[config.mk]
export PLATFORM = sky130hd
export DESIGN_NAME = t_switch_node
export DESIGN_NICKNAME = d
export VERILOG_FILES = /design/src/rtl/t_switch_node.sv
export SDC_FILE = /design/constraint.sdc
export NUM_CORES = 1
export LEC_CHECK = 0
export CAP_MARGIN = 20
export CELL_PAD_IN_SITES_DETAIL_PLACEMENT = 0
export CELL_PAD_IN_SITES_GLOBAL_PLACEMENT = 1
export CORE_ASPECT_RATIO = 1.25
export CORE_MARGIN = 4
export CORE_UTILIZATION = 30
export CTS_CLUSTER_DIAMETER = 150
export DETAILED_ROUTE_END_ITERATION = 8
export PLACE_DENSITY_LB_ADDON = 0.1
export SYNTH_ARGS = -nofsm -noshare
export SYNTH_HDL_FRONTEND = slang
export SYNTH_SLANG_ARGS = --single-unit
export TNS_END_PERCENT = 5
[constraint.sdc]
create_clock -name clk -period 1.7 [get_ports clk]
set_input_delay 0.255 -clock clk [delete_from_list [all_inputs] [get_ports clk]]
set_output_delay 0.255 -clock clk [all_outputs]
set_load 0.02 [all_outputs]
[src/rtl/t_switch_node.sv]
// Registered 3-port BFT T-switch with bufferless deflection routing and per-input deflection counters.
// Optional T_SWAP_DEFLECT_EN: crossing side packets swap sides while a valid parent packet deflects up.
`timescale 1ns/1ps
module t_switch_node #(
    parameter int unsigned P_W    = 32,
    parameter int unsigned ADDR_W = 4,
    parameter int unsigned LEVEL  = 1,
    parameter int unsigned POS    = 1,
    parameter int unsigned CNT_W  = 8
) (
    input  logic             clk,
    input  logic             rst_n,
    input  logic [P_W-1:0]   l_bus_i,
    input  logic [P_W-1:0]   r_bus_i,
    input  logic [P_W-1:0]   u_bus_i,
    output logic [P_W-1:0]   l_bus_o,
    output logic [P_W-1:0]   r_bus_o,
    output logic [P_W-1:0]   u_bus_o,
    input  logic             stat_clr,
    output logic [CNT_W-1:0] defl_cnt_l,
    output logic [CNT_W-1:0] defl_cnt_r,
    output logic [CNT_W-1:0] defl_cnt_u
);
    localparam bit IsRoot = (LEVEL == ADDR_W - 1);

    typedef enum logic [1:0] {
        DirVoid  = 2'b00,
        DirLeft  = 2'b01,
        DirRight = 2'b10,
        DirUp    = 2'b11
    } dir_e;

    function automatic dir_e decode(input logic [P_W-1:0] pkt);
        logic [ADDR_W-1:0] addr;
        addr = pkt[P_W-2 -: ADDR_W];
        if (!pkt[P_W-1]) return DirVoid;
        if (!IsRoot && ((addr >> (LEVEL + 1)) != ADDR_W'(POS))) return DirUp;
        return addr[LEVEL] ? DirRight : DirLeft;
    endfunction

    dir_e             want_l, want_r, want_u;
    dir_e             got_l, got_r, got_u;
    logic [3:0]       free;  // indexed by dir_e; bit 0 (void) is never free
    logic             pend_l, pend_r, swap;
    logic             rr_q, rr_d;
    logic [P_W-1:0]   l_d, r_d, u_d, l_q, r_q, u_q;
    logic             defl_l, defl_r, defl_u;
    logic [CNT_W-1:0] cnt_l_q, cnt_r_q, cnt_u_q;

    always_comb begin
        want_l = decode(l_bus_i);
        want_r = decode(r_bus_i);
        want_u = IsRoot ? DirVoid : decode(u_bus_i);
        got_l  = DirVoid;
        got_r  = DirVoid;
        got_u  = DirVoid;
        free   = {!IsRoot, 1'b1, 1'b1, 1'b0};
        pend_l = 1'b0;
        pend_r = 1'b0;
        rr_d   = rr_q;
        swap   = 1'b0;
`ifdef T_SWAP_DEFLECT_EN
        swap = (want_l == DirRight) && (want_r == DirLeft) && (want_u != DirVoid);
`endif
        if (swap) begin
            got_l = DirRight;
            got_r = DirLeft;
            got_u = DirUp;
        end else begin
            // Turnback traffic always keeps its own port.
            if (want_l == DirLeft) begin got_l = DirLeft; free[DirLeft] = 1'b0; end
            if (want_r == DirRight) begin got_r = DirRight; free[DirRight] = 1'b0; end
            if (want_u == DirUp) begin got_u = DirUp; free[DirUp] = 1'b0; end
            if (want_u == DirLeft || want_u == DirRight) begin
                got_u = free[want_u] ? want_u : DirUp;
                free[got_u] = 1'b0;
            end
            pend_l = (want_l != DirVoid) && (got_l == DirVoid);
            pend_r = (want_r != DirVoid) && (got_r == DirVoid);
            if (pend_l && pend_r && (want_l == want_r) && free[want_l]) begin
                if (!rr_q) got_l = want_l;
                else       got_r = want_r;
                free[want_l] = 1'b0;
                rr_d = !rr_q;
            end else begin
                if (pend_l && free[want_l]) begin got_l = want_l; free[want_l] = 1'b0; end
                if (pend_r && free[want_r]) begin got_r = want_r; free[want_r] = 1'b0; end
            end
            if (pend_l && got_l == DirVoid) begin
                if (free[DirLeft])       got_l = DirLeft;
                else if (free[DirRight]) got_l = DirRight;
                else                     got_l = DirUp;
                free[got_l] = 1'b0;
            end
            if (pend_r && got_r == DirVoid) begin
                if (free[DirRight])      got_r = DirRight;
                else if (free[DirLeft])  got_r = DirLeft;
                else                     got_r = DirUp;
                free[got_r] = 1'b0;
            end
        end

        l_d = '0;
        r_d = '0;
        u_d = '0;
        case (got_l)
            DirLeft:  l_d = l_bus_i;
            DirRight: r_d = l_bus_i;
            DirUp:    u_d = l_bus_i;
            default:  ;
        endcase
        case (got_r)
            DirLeft:  l_d = r_bus_i;
            DirRight: r_d = r_bus_i;
            DirUp:    u_d = r_bus_i;
            default:  ;
        endcase
        case (got_u)
            DirLeft:  l_d = u_bus_i;
            DirRight: r_d = u_bus_i;
            DirUp:    u_d = u_bus_i;
            default:  ;
        endcase
        if (IsRoot) u_d = '0;

        defl_l = (want_l != DirVoid) && (got_l != want_l);
        defl_r = (want_r != DirVoid) && (got_r != want_r);
        defl_u = (want_u != DirVoid) && (got_u != want_u);
    end

    always_ff @(posedge clk or negedge rst_n) begin
        if (!rst_n) begin
            l_q     <= '0;
            r_q     <= '0;
            u_q     <= '0;
            rr_q    <= 1'b0;
            cnt_l_q <= '0;
            cnt_r_q <= '0;
            cnt_u_q <= '0;
        end else begin
            l_q  <= l_d;
            r_q  <= r_d;
            u_q  <= u_d;
            rr_q <= rr_d;
            if (stat_clr) begin
                cnt_l_q <= '0;
                cnt_r_q <= '0;
                cnt_u_q <= '0;
            end else begin
                if (defl_l && cnt_l_q != '1) cnt_l_q <= cnt_l_q + CNT_W'(1);
                if (defl_r && cnt_r_q != '1) cnt_r_q <= cnt_r_q + CNT_W'(1);
                if (defl_u && cnt_u_q != '1) cnt_u_q <= cnt_u_q + CNT_W'(1);
            end
        end
    end

    assign l_bus_o    = l_q;
    assign r_bus_o    = r_q;
    assign u_bus_o    = u_q;
    assign defl_cnt_l = cnt_l_q;
    assign defl_cnt_r = cnt_r_q;
    assign defl_cnt_u = cnt_u_q;

endmodule
**After elaboration in Yosys (flattened, before gate mapping)**

Cells that the tools add are included.
Widths: inputs -> output; s select.

- Bits in registers: 121
- Input port bits: 99
- Output and inout port bits: 120
- Logic and storage cells: 159

- Add/subtract/negate cells: 3
- Order comparisons: 9
- Equality and inequality tests: 24
- Multiplexer cells: 77
- Bitwise gates (word level): 8
- Reduce and logical (&&, ||, !) cells: 31

Operators with widths:

| cell | number |
|---|---|
| $mux 32 | 9 |
| $mux 2 | 31 |
| $mux 8 | 6 |
| $add 8x1->8 const B | 3 |
| $ne 8x8->1 const B | 3 |
| $logic_and 1x1->1 | 19 |
| $eq 2x2->1 const B | 9 |
| $mux 1 | 18 |
| $lt 2x3->1 const B | 5 |
| $mux 4 | 3 |
| $reduce_bool 2->1 | 6 |
| $eq 2x1->1 const B | 5 |
| $mux 3 | 3 |
| $and 4x4->4 | 2 |
| $demux 1 s2 | 4 |
| $ge 2x1->1 const B | 4 |
| $logic_not 2->1 | 4 |
| $not 4->4 | 2 |
| $and 3x3->3 | 2 |
| $bmux 1 s2 | 3 |
| $ne 2x1->1 const B | 3 |
| $ne 2x2->1 | 3 |
| $not 3->3 | 2 |
| $eq 2x2->1 | 1 |
| 2 further kinds | 2 |

**Depth between registers and ports, before layout**

Gate-level depths: netlist of run 1.

- Depth after elaboration: 45
- Mapped depth: 14
- Gate-level depth less buffers: 11

**Worst setup path before layout of run 1**

OpenSTA, ideal clock, no wires.

- Kind: input to register
- Start point: in u_bus_i[30]
- End point: reg cnt_r_q[2] (netlist: defl_cnt_r[2])
- Library setup time: 0.078 ns
- Data arrival time: 2.725 ns
- Data required time: 1.622 ns
- Slack: -1.103 ns
- Cell stages on the path: 12
- Buffers on the path: 2
- Cell sequence: or3b_1 buf_2 nand2_1 ha_1 nand2_1 o21ai_2 a31oi_1 o221a_4 a22oi_2 buf_6 or4_1 a21oi_1

- Longest elaborated chain between the ends: 44
- Elaborated cells on any way between the ends: 61
- Classes of those cells: order compare (4); eq/ne (5); mux (33); bitwise (6); reduce/logical (13)

Ends and longest elaborated chain:

| element | RTL line | text |
|---|---|---|
| start: declaration | 15 | `input logic [P_W-1:0] u_bus_i,` |
| $ne 2x1->1 (*) | 37 | `if (!IsRoot && ((addr >> (LEVEL + 1)) != ADDR_W'(POS))) return DirUp;` |
| $mux 1 (2 in a row) | 37 |  |
| $mux 2 (*) | 38 | `return addr[LEVEL] ? DirRight : DirLeft;` |
| $mux 2 (*) | 37 |  |
| $eq 2x2->1 | 73 | `if (want_u == DirUp) begin got_u = DirUp; free[DirUp] = 1'b0; end` |
| $mux 1 | 73 |  |
| $bmux 1 s2 | 75 | `got_u = free[want_u] ? want_u : DirUp;` |
| $mux 1 (not written as such) | 75 |  |
| (+27 left out) | n/a |  |
| $mux 3 | 89 | `if (pend_l && got_l == DirVoid) begin` |
| $mux 2 | 97 | `else if (free[DirLeft]) got_r = DirLeft;` |
| $mux 2 | 96 | `if (free[DirRight]) got_r = DirRight;` |
| $mux 2 (*) | 95 | `if (pend_r && got_r == DirVoid) begin` |
| $ne 2x2->1 (*) | 127 | `defl_r = (want_r != DirVoid) && (got_r != want_r);` |
| $logic_and 1x1->1 (*) | 127 |  |
| $logic_and 1x1->1 (*) | 151 | `if (defl_r && cnt_r_q != '1) cnt_r_q <= cnt_r_q + CNT_W'(1);` |
| $reduce_bool 2->1 (no source line) (*) | n/a |  |
| end signal: assignment | 151 |  |
| end: declaration | 48 | `logic [CNT_W-1:0] cnt_l_q, cnt_r_q, cnt_u_q;` |

Mark *: on every way between the ends. The rest lies on a longest branch, timed or not. The select of a mux whose other input is x is not followed.
A chain may end at the register's enable or synchronous reset.

**Worst setup path after layout of run 1**

Same ends and word-level chain as after synthesis.

==> results of run 1 <==
## worst min-delay path, stage by stage
cell and delay [ns]:
buf_6 0.08, buf_4 0.11, a32oi_1 0.05, nand2_1 0.06
## worst max-delay path by stage
stage / startpoint / to / slack, ns
floorplan: u_bus_i[28] / defl_cnt_l[4] / -0.80
global placement: u_bus_i[29] / defl_cnt_l[6] / -1.27
detailed placement: u_bus_i[29] / defl_cnt_r[6] / -1.32
CTS: u_bus_i[30] / defl_cnt_r[6] / -0.59
global route: u_bus_i[30] / defl_cnt_r[6] / -0.70
finish: u_bus_i[30] / defl_cnt_r[2] / -0.63
## registers in the layout (all words and copies together) (netlist names)
signal	cells
u_bus_o	32
l_bus_o	32
rr_q	1
r_bus_o	32
defl_cnt_l	8
defl_cnt_u	8
defl_cnt_r	8
## routing by layer
metal,share of wire,global-route usage
met5,0.00057,0
met3,0.066,0.05455
met2,0.52,0.3605
met4,0.021,0.08279
met1,0.40,0.2364
## through the flow
stage	setup slack, ns	total power [W]	instance area (µm²)	std cells	utilization
3_5_place_dp	-1.324	0.005805	9437	1140	0.4847
3_3_place_gp	-1.274	0.005783	9437	1140	0.4847
6_report	-0.6306	0.009269	10400	1199	0.5340
2_1_floorplan	-0.7974	0.004340	6041	589	-
4_1_cts	-0.5895	0.009340	10290	1194	0.5287
5_1_grt	-0.7017	0.009679	10390	1198	0.5338
## cell type report
cell class                 count  area [µm²]
antenna                        1       2.502
clock buffer                  18       439.2
clock inverter                12       103.9
fill                        1743        9074
inverter                      35       131.4
multi-input combinational    392        2947
sequential                   121        3028
tap                          265       331.6
timing repair buffer         355        3413
## placed cells by master, fill, tap and decap left out, types with 4 or more instances in the layout
cell / count
nand4_1: 9
nand2_2: 5
a221o_1: 31
o21bai_1: 28
xnor2_1: 7
nand2_1: 47
a21oi_2: 8
dlygate4sd2_1: 26
xor2_1: 6
o31ai_1: 4
nor2_1: 50
clkbuf_16: 17
nor2b_1: 5
or4_4: 4
a22o_1: 4
dfrtp_1: 121
clkinv_4: 4
clkinv_2: 6
buf_12: 16
and2_1: 32
nand2b_1: 4
buf_4: 111
inv_1: 35
a21oi_1: 34
buf_6: 11
nand4b_1: 4
clkdlybuf4s50_1: 185
a222oi_1: 29
nand3_1: 6
o21ai_0: 8
## timing repair
action                                  in CTS  in global routing
buffers inserted                            25                  4
pin swaps                                   53                 21
hold buffers                                 1                  0
endpoints found under the setup margin     145                120
gates resized for setup                     74                 17
endpoints found under the hold margin       34                  0
## cells in the mapped netlist (2+ instances only)
library cell / n
dfrtp_1: 121
nand2_1: 54
nor2_1: 50
a21oi_1: 44
inv_1: 35
and2_1: 33
a221o_1: 31
a222oi_1: 29
clkbuf_1: 28
o21bai_1: 28
o21ai_0: 11
buf_2: 10
nand4_1: 9
xnor2_1: 8
nand3_1: 6
o31ai_1: 6
or4_1: 6
xor2_1: 6
ha_1: 5
nor2b_1: 5
a22o_1: 4
and3_1: 4
nand2b_1: 4
nand4b_1: 4
a31oi_1: 3
nor3_1: 3
o211ai_1: 3
or3_1: 3
a32oi_1: 2
and4_1: 2
buf_6: 2
nand4bb_1: 2
o211ai_2: 2
o21ai_2: 2
## power groups by stage
stage,clock network [W],logic (W),registers [W]
after floorplan,0,0.000667,0.00367
after global placement,0,0.00246,0.00332
after detailed placement,0,0.00248,0.00333
after CTS,0.00344,0.00262,0.00328
after global routing,0.00357,0.00280,0.00330
final,0.00336,0.00263,0.00328
## kinds of logic after synthesis
logic type / count (synthesis) / share of synthesized area
flops: 121 / 0.5100
simple gates: 193 / 0.1659
compound gates: 178 / 0.2367
fa+ha+maj: 5 / 0.01054
mux: 2 / 0.003583
buf+inv: 76 / 0.05269
xor+xnor: 14 / 0.02065
==> results.toml, run 1 <==
[cts]
clockRootBuffer = "clkbuf_16"
cts_tree = "built"
htreeDepth = 4
cts.sinks = 121
cts.clk_slew.worst_paths_ns = 0.05
insertion_delay_ns = 0.42
numCtsBuffers = 17
cts_buffer_depth = 2

[power]
clkPwrFrac = 0.362
switching_share = 0.2969
pwr-share-seq = 0.354
p_int_w = 0.006517
p_sw_w = 0.002752
power_density_nw_per_um2 = 891.6
vdd_ir_drop_max_mv = 0.6508
combPwrFrac = 0.284
p_leak_nw = 4.785

[placement]
place_hpwl_um = 16170
gp_congestion = 0.8433
io_buffers = 218

[routing]
ant_nets = 0
vias_per_cell = 5.055
firstDrtPassIters = 8
avgRoutedWirePerCell_um = 19.03
vias = 6061
wl_um = 22810
drc_errors = 0
drt_iter0_drc = 352

[critical_path]
required_ns = 1.99
cp-end-kind = "flip-flop"
r2r-end = "defl_cnt_l[6]"
worst-path-buf-inv = 5
critPathTopFamily = "compound AO/OA/AOI/OAI gates"
r2r_start = "defl_cnt_l[0]"
start_kind = "input pin"
r2r_slack_ns = -0.27
critPathMaxStageDelay_ns = 0.41
slowest_stage = "or3b_4"
path_depth = 15
worstSetupPathType = "in2reg"
ff2ff_path_depth = 8
crit_fanout = 4
arrival_ns = 2.62
crit_chain = "buf_6 -> or3b_4 -> nand2_4 -> ha_4 -> nand2_4 -> buf_12 -> o211ai_4 -> a22o_1 -> o211ai_4 -> a22oi_2 -> buf_4 -> buf_6 -> buf_4 -> o31ai_1 -> a21oi_2"

[sta]
rsz0062_at_grt = "yes"
relSlewSlack = 0.6166
setup_viol = 120
whs_ns = 0.1740
clock.fmax_mhz = 429.1
period_needed_ns = 2.331
hold_viol = 0
slew_violations = 0
finClkSkew_ns = 0.007314
post-route-period-util = 1.371
finalSetupTns_ns = -56.65
worst_pin_slew_ns = 0.5751
layout_setup_ws_ns = -0.6306

[outcome]
status = "complete, but fails checks"
violations = "setup timing"

[floorplan]
initial_utilization = 0.3049
row_count = 57
die_w_um = 133.8
ioPinCount = 219
dieArea_um2 = 22120
core_um2 = 19470
die_h_um = 165.3

[job]
max_cap_violations = 0

[synth]
synth.avg_cell_area_um2 = 10.08
yosysTopAreaCell = "dfrtp_1"
netlist_instances = 589
synth-edff-count = 0
ys_types = 58
ys_seq_area_frac = 0.5100
synth_warnings = 0
synth_top_area_frac = 0.5100
async_reset_ff_frac = 1.000
synth_nets = 693
synth_area_um2 = 5937
synth_area_leaders = "dfrtp_1 51%, a221o_1 5.2%, a222oi_1 4.9%"
ys_ff_latch = 121
synth_flop_cell = "dfrtp_1"

[layout]
nNetsFinal = 1026
drive_above_1_share = 0.2412
syn2layout_area_growth_pct = 75.11

[global_routing]
grt_pass1_wl_um = 35310
overflow = 0
grtUsageTotal = 0.2045
antenna_found_initial = 1
grt_max_degree = 40
grt_pass1_vias = 6559

[hold_path]
hold_end = "u_bus_o[30]"
hold_path.class = "in2reg"
min_from = "u_bus_i[30]"
min_delay_path_depth = 4
Power figures use the tool's default switching activity.
==> inputs of run 2 (changes only) <==
--- a/config.mk
+++ b/config.mk
@@ -10,8 +10,8 @@
 export CELL_PAD_IN_SITES_GLOBAL_PLACEMENT = 1
 export CORE_ASPECT_RATIO = 1.25
 export CORE_MARGIN = 4
-export CORE_UTILIZATION = 30
-export CTS_CLUSTER_DIAMETER = 150
+export CORE_UTILIZATION = 36
+export CTS_CLUSTER_SIZE = 40
 export DETAILED_ROUTE_END_ITERATION = 8
 export PLACE_DENSITY_LB_ADDON = 0.1
 export SYNTH_ARGS = -nofsm -noshare
==> constraint.sdc (replaced) <==
create_clock -name clk -period 2.8 [get_ports clk]
set_input_delay 0.42 -clock clk [delete_from_list [all_inputs] [get_ports clk]]
set_output_delay 0.42 -clock clk [all_outputs]
set_load 0.02 [all_outputs]
==> results.toml, run 2 (synthesized netlist as in run 1, its figures left out) <==
[critical_path]
start_kind = "input pin"
critPathMaxStageDelay_ns = 0.56
crit_fanout = 29
worst-path-buf-inv = 4
crit_chain = "clkdlybuf4s50_1 -> nand2_1 -> ha_4 -> nand2_4 -> buf_4 -> or3_1 -> buf_8 -> nand2_1 -> a21oi_4 -> buf_12 -> o21bai_1 -> a21oi_1"
ff2ff_path_depth = 6
slowest_stage = "clkdlybuf4s50_1"
required_ns = 3.12
cp-end-kind = "flip-flop"
critPathTopFamily = "buffers and inverters"
r2r-end = "defl_cnt_r[6]"
arrival_ns = 2.99
r2r_slack_ns = 0.72
worst_path_most_repeated_cell = "nand2_1"
r2r_start = "defl_cnt_r[2]"
worstSetupPathType = "in2reg"
path_depth = 12

[placement]
place_hpwl_um = 15130
io_buffers = 218
gp_congestion = 0.9058

[routing]
firstDrtPassIters = 6
wl_um = 21960
drc_errors = 0
ant_nets = 0
vias_per_cell = 5.450
avgRoutedWirePerCell_um = 19.87
drt_iter0_drc = 534
vias = 6022

[floorplan]
die_h_um = 151.6
row_count = 52
ioPinCount = 219
initial_utilization = 0.3665
core_um2 = 16200
die_w_um = 122.9
dieArea_um2 = 18620

[cts]
cts_tree = "built"
numCtsBuffers = 17
htreeDepth = 4
cts.clk_slew.worst_paths_ns = 0.06
cts_buffer_depth = 2
insertion_delay_ns = 0.41
clockRootBuffer = "clkbuf_16"
cts.sinks = 121

[global_routing]
gr-usage-met2 = 0.3989
antenna_found_initial = 2
overflow = 0
top_usage_layer = "met2"
grt_pass1_vias = 6193
grt_pass1_wl_um = 33230
grtUsageTotal = 0.2333
grt_use_met1 = 0.2775
grt_max_degree = 66
use_met3 = 0.04679

[layout]
final_core_util = 0.6097
multi_input_area_um2 = 2813
regArea_um2 = 3028
final_cell_mix = "214 x clkdlybuf4s50_1, 121 x dfrtp_1, 76 x buf_4"
syn2layout_area_growth_pct = 66.39
final_common_cell = "clkdlybuf4s50_1"
fillCellCount = 1307
nNetsFinal = 979
drive_above_1_share = 0.1745

[sta]
hold_viol = 0
clock.fmax_mhz = 375.6
relSlewSlack = 0.6247
slew_violations = 0
rsz0062_at_grt = "no"
period_needed_ns = 2.662
setup_viol = 0
worst_pin_slew_ns = 0.5612
finClkSkew_ns = 0.006549
post-route-period-util = 0.9508
finalSetupTns_ns = 0
whs_ns = 0.3691

[outcome]
status = "completed"

[hold_path]
hold_path.class = "in2reg"
min_delay_path_depth = 3
hold_end = "u_bus_o[30]"
min_from = "u_bus_i[30]"

[power]
p_total_w = 0.005835
vdd_ir_drop_max_mv = 0.3865
power_density_nw_per_um2 = 590.7
p_leak_nw = 4.425

[job]
max_cap_violations = 0
-- run 2: changes by cell type in the layout (fill, tap and decap cells not counted), moves of 6 or more --
cell             before  now
dlygate4sd2_1        26    1
clkdlybuf4s50_1     185  214
buf_12               16   10
buf_4               111   76
buf_6                11    0
-- run 2: final cells by class --
| class | instances | share of cell area |
|---|---|---|
| antenna | 1 | 0.0002533 |
| clock inverter | 14 | 0.01976 |
| clock buffer | 18 | 0.04446 |
| tap | 216 | 0.02736 |
| sequential | 121 | 0.3065 |
| multi-input combinational | 394 | 0.2847 |
| inverter | 35 | 0.01330 |
| timing repair buffer | 306 | 0.3036 |
-- run 2: repair_timing --
item                                    CTS  global route
cloned                                    2             0
hold endpoints to repair                 24             0
setup buffers                             8             4
resized for setup                        14            13
hold buffers                              1             0
endpoints found under the setup margin  109           109
pin swaps                                11             7
-- run 2: worst register-to-register path, cell delays in order (launching register included) --
cell and delay (ns):
dfrtp_1 0.44, and4_1 0.24, and2_1 0.17, nand3_1 0.10
nand2_1 0.28, or4_1 0.60, a21oi_1 0.15
-- run 2: worst max path at each step --
stage	from	end	slack (ns)
final	u_bus_i[31]	l_bus_o[14]	0.14
after global routing	l_bus_i[29]	l_bus_o[14]	0.05
after CTS	u_bus_i[30]	u_bus_o[13]	-0.02
after detailed placement	u_bus_i[29]	u_bus_o[10]	-0.79
after global placement	u_bus_i[29]	u_bus_o[10]	-0.75
after floorplan	u_bus_i[30]	defl_cnt_r[2]	-0.02
-- run 2: metal layers --
layer  wire length (µm)  share of wire  up-vias
met1               8772           0.40     2965
met3               1412          0.064       50
met2              11060           0.50      258
li1                   -              -     2747
met5                 13        0.00059        -
met4                707          0.032        2
-- run 2: where the power goes --
part / internal [W] / switching, W / leakage, nW
logic: 0.000736 / 0.000757 / 2.54
clock network: 0.00152 / 0.000827 / 0.311
registers: 0.00192 / 0.0000759 / 1.57
total: 0.00418 / 0.00166 / 4.42
-- run 2: stage by stage --
stage | setup slack (ns) | instances | cell area, µm²
4_1_cts | -0.01818 | 1100 | 9781
2_1_floorplan | -0.02482 | 589 | 5946
5_1_grt | 0.04722 | 1105 | 9878
3_3_place_gp | -0.7472 | 1056 | 8946
3_5_place_dp | -0.7877 | 1057 | 8974
6_report | 0.1378 | 1105 | 9878
==> inputs of run 3 (changes only) <==
--- a/config.mk
+++ b/config.mk
@@ -13,6 +13,7 @@
 export CORE_UTILIZATION = 36
 export CTS_CLUSTER_SIZE = 40
 export DETAILED_ROUTE_END_ITERATION = 8
+export GPL_ROUTABILITY_DRIVEN = 0
 export PLACE_DENSITY_LB_ADDON = 0.1
 export SYNTH_ARGS = -nofsm -noshare
 export SYNTH_HDL_FRONTEND = slang
==> results.toml, run 3 (synthesized netlist as in run 1, its figures left out) <==
[cts]
numCtsBuffers = 17
cts.sinks = 121
cts_tree = "built"
htreeDepth = 4
cts_hold_buffers = 0
cts_buffer_depth = 2
cts.clk_slew.worst_paths_ns = 0.06
insertion_delay_ns = 0.41
clockRootBuffer = "clkbuf_16"

[sta]
period_needed_ns = 2.722
hold_viol = 0
post-route-period-util = 0.9720
setup_viol = 0
relSlewSlack = 0.5265
slew_violations = 0
layout_setup_ws_ns = 0.07845
rsz0062_at_grt = "no"
worst_pin_slew_ns = 0.7102
clock.fmax_mhz = 367.4
whs_ns = 0.05923
finClkSkew_ns = 0.006105

[routing]
vias_per_cell = 5.430
wl_met1_um = 8687
avgRoutedWirePerCell_um = 19.58
dr_wl_met3_um = 1338
wl_um = 21340
firstDrtPassIters = 8
ant_nets = 0
dr.max_layer_used = "met5"
drt_iter0_drc = 519
vias = 5919
wl_met2_um = 10800
drc_errors = 0

[power]
vdd_ir_drop_max_mv = 0.3007
pwr-share-seq = 0.357
p_int_w = 0.003960
power_density_nw_per_um2 = 572.9
switching_share = 0.2907
combPwrFrac = 0.264
p_sw_w = 0.001623
clkPwrFrac = 0.379
p_leak_nw = 4.336

[layout]
final_core_util = 0.6015
fillCellCount = 1343
final_common_cell = "clkdlybuf4s50_1"
final_cell_mix = "214 x clkdlybuf4s50_1, 121 x dfrtp_1, 62 x buf_4"
drive_above_1_share = 0.1604
nNetsFinal = 964
syn2layout_area_growth_pct = 64.13

[critical_path]
arrival_ns = 3.05
worstSetupPathType = "in2reg"
crit_fanout = 15
ff2ff_path_depth = 6
cp-end-kind = "flip-flop"
r2r-end = "defl_cnt_r[4]"
critPathCapture = "defl_cnt_r[4]"
r2r_start = "defl_cnt_r[2]"
crit_start = "u_bus_i[31]"
start_kind = "input pin"
required_ns = 3.13
r2r_slack_ns = 0.75

[floorplan]
ioPinCount = 219
die_w_um = 122.9
die_h_um = 151.6
row_count = 52
dieArea_um2 = 18620
core_um2 = 16200
initial_utilization = 0.3665

[placement]
place_hpwl_um = 15030
io_buffers = 218
preCtsSetupSlack_ns = -0.6142

[global_routing]
grt_max_degree = 54
antenna_found_initial = 2
overflow = 0
grtUsageTotal = 0.2279
grt_pass1_vias = 6233
grt_pass1_wl_um = 32860

[outcome]
status = "completed"

[job]
max_cap_violations = 0

[hold_path]
hold_path.class = "in2async"
-- run 3: cell types whose count changed in the layout (fill, tap and decap cells not counted), moves of 2 or more --
| cell | previous run | this run |
|---|---|---|
| buf_4 | 76 | 62 |
| bufinv_16 | 4 | 1 |
| clkbuf_8 | 1 | 4 |
| clkinv_4 | 4 | 1 |
| clkinvlp_4 | 1 | 4 |
| o21ai_1 | 3 | 0 |
| a21oi_1 | 38 | 40 |
| a21oi_2 | 3 | 1 |
| buf_12 | 10 | 12 |
| o21ai_0 | 8 | 10 |
-- run 3: layout make-up --
cell class | instances | area (µm²) | area share
clock buffers | 22 | 484.2 | 0.04969
flip-flops and latches | 121 | 3028 | 0.3107
inverters | 35 | 131.4 | 0.01348
multi-input cells | 392 | 2815 | 0.2889
clock inverters | 10 | 92.59 | 0.009502
diodes | 1 | 2.502 | 0.0002568
repair buffers | 293 | 2920 | 0.2997
well taps | 216 | 270.3 | 0.02773
-- run 3: worst min path at each step --
stage	endpoint	slack (ns)	cells past startpoint
after floorplan	defl_cnt_l[0]	0.12	0
after global placement	u_bus_o[14]	0.51	1
after detailed placement	rr_q	0.51	1
after CTS	u_bus_o[12]	0.08	1
after global routing	l_bus_o[14]	0.11	1
final	l_bus_o[14]	0.06	1
-- run 3: timing repair --
action	CTS	global route
hold endpoints to repair	0	0
endpoints found under the setup margin	95	111
buffers inserted	1	0
pin swaps	3	3
resized for setup	12	14
-- run 3: power by group through the flow --
stage / registers [W] / clock network, W / logic, W
floorplan: 0.00223 / 0 / 0.000388
detailed placement: 0.00203 / 0 / 0.00143
global placement: 0.00202 / 0 / 0.00140
finish: 0.00199 / 0.00212 / 0.00147
global route: 0.00201 / 0.00225 / 0.00157
CTS: 0.00200 / 0.00216 / 0.00146
-- run 3: routing by layer --
layer / track usage / up-vias
met5: 0 / -
met1: 0.2772 / 2913
li1: - / 2709
met4: 0.09468 / 2
met3: 0.04233 / 36
met2: 0.3948 / 259
-- run 3: worst max-delay path, cell delays in order --
cell	delay, ns
clkdlybuf4s50_1	0.58
nand2_1	0.15
ha_4	0.30
nand2_4	0.06
buf_4	0.15
o21ai_4	0.15
or2_4	0.18
o221a_4	0.19
a22oi_2	0.07
buf_12	0.16
or4_4	0.48
a21oi_2	0.15
-- run 3: per-stage QoR --
stage | cells | TNS, ns | instance area, µm² | total power [W]
6_report | 1090 | 0 | 9744 | 0.005582
5_1_grt | 1090 | 0 | 9744 | 0.005824
4_1_cts | 1089 | -0.9379 | 9659 | 0.005617
3_5_place_dp | 1056 | -58.60 | 9004 | 0.003459
3_3_place_gp | 1055 | -53.46 | 8976 | 0.003425
2_1_floorplan | 589 | -0.2305 | 5946 | 0.002618
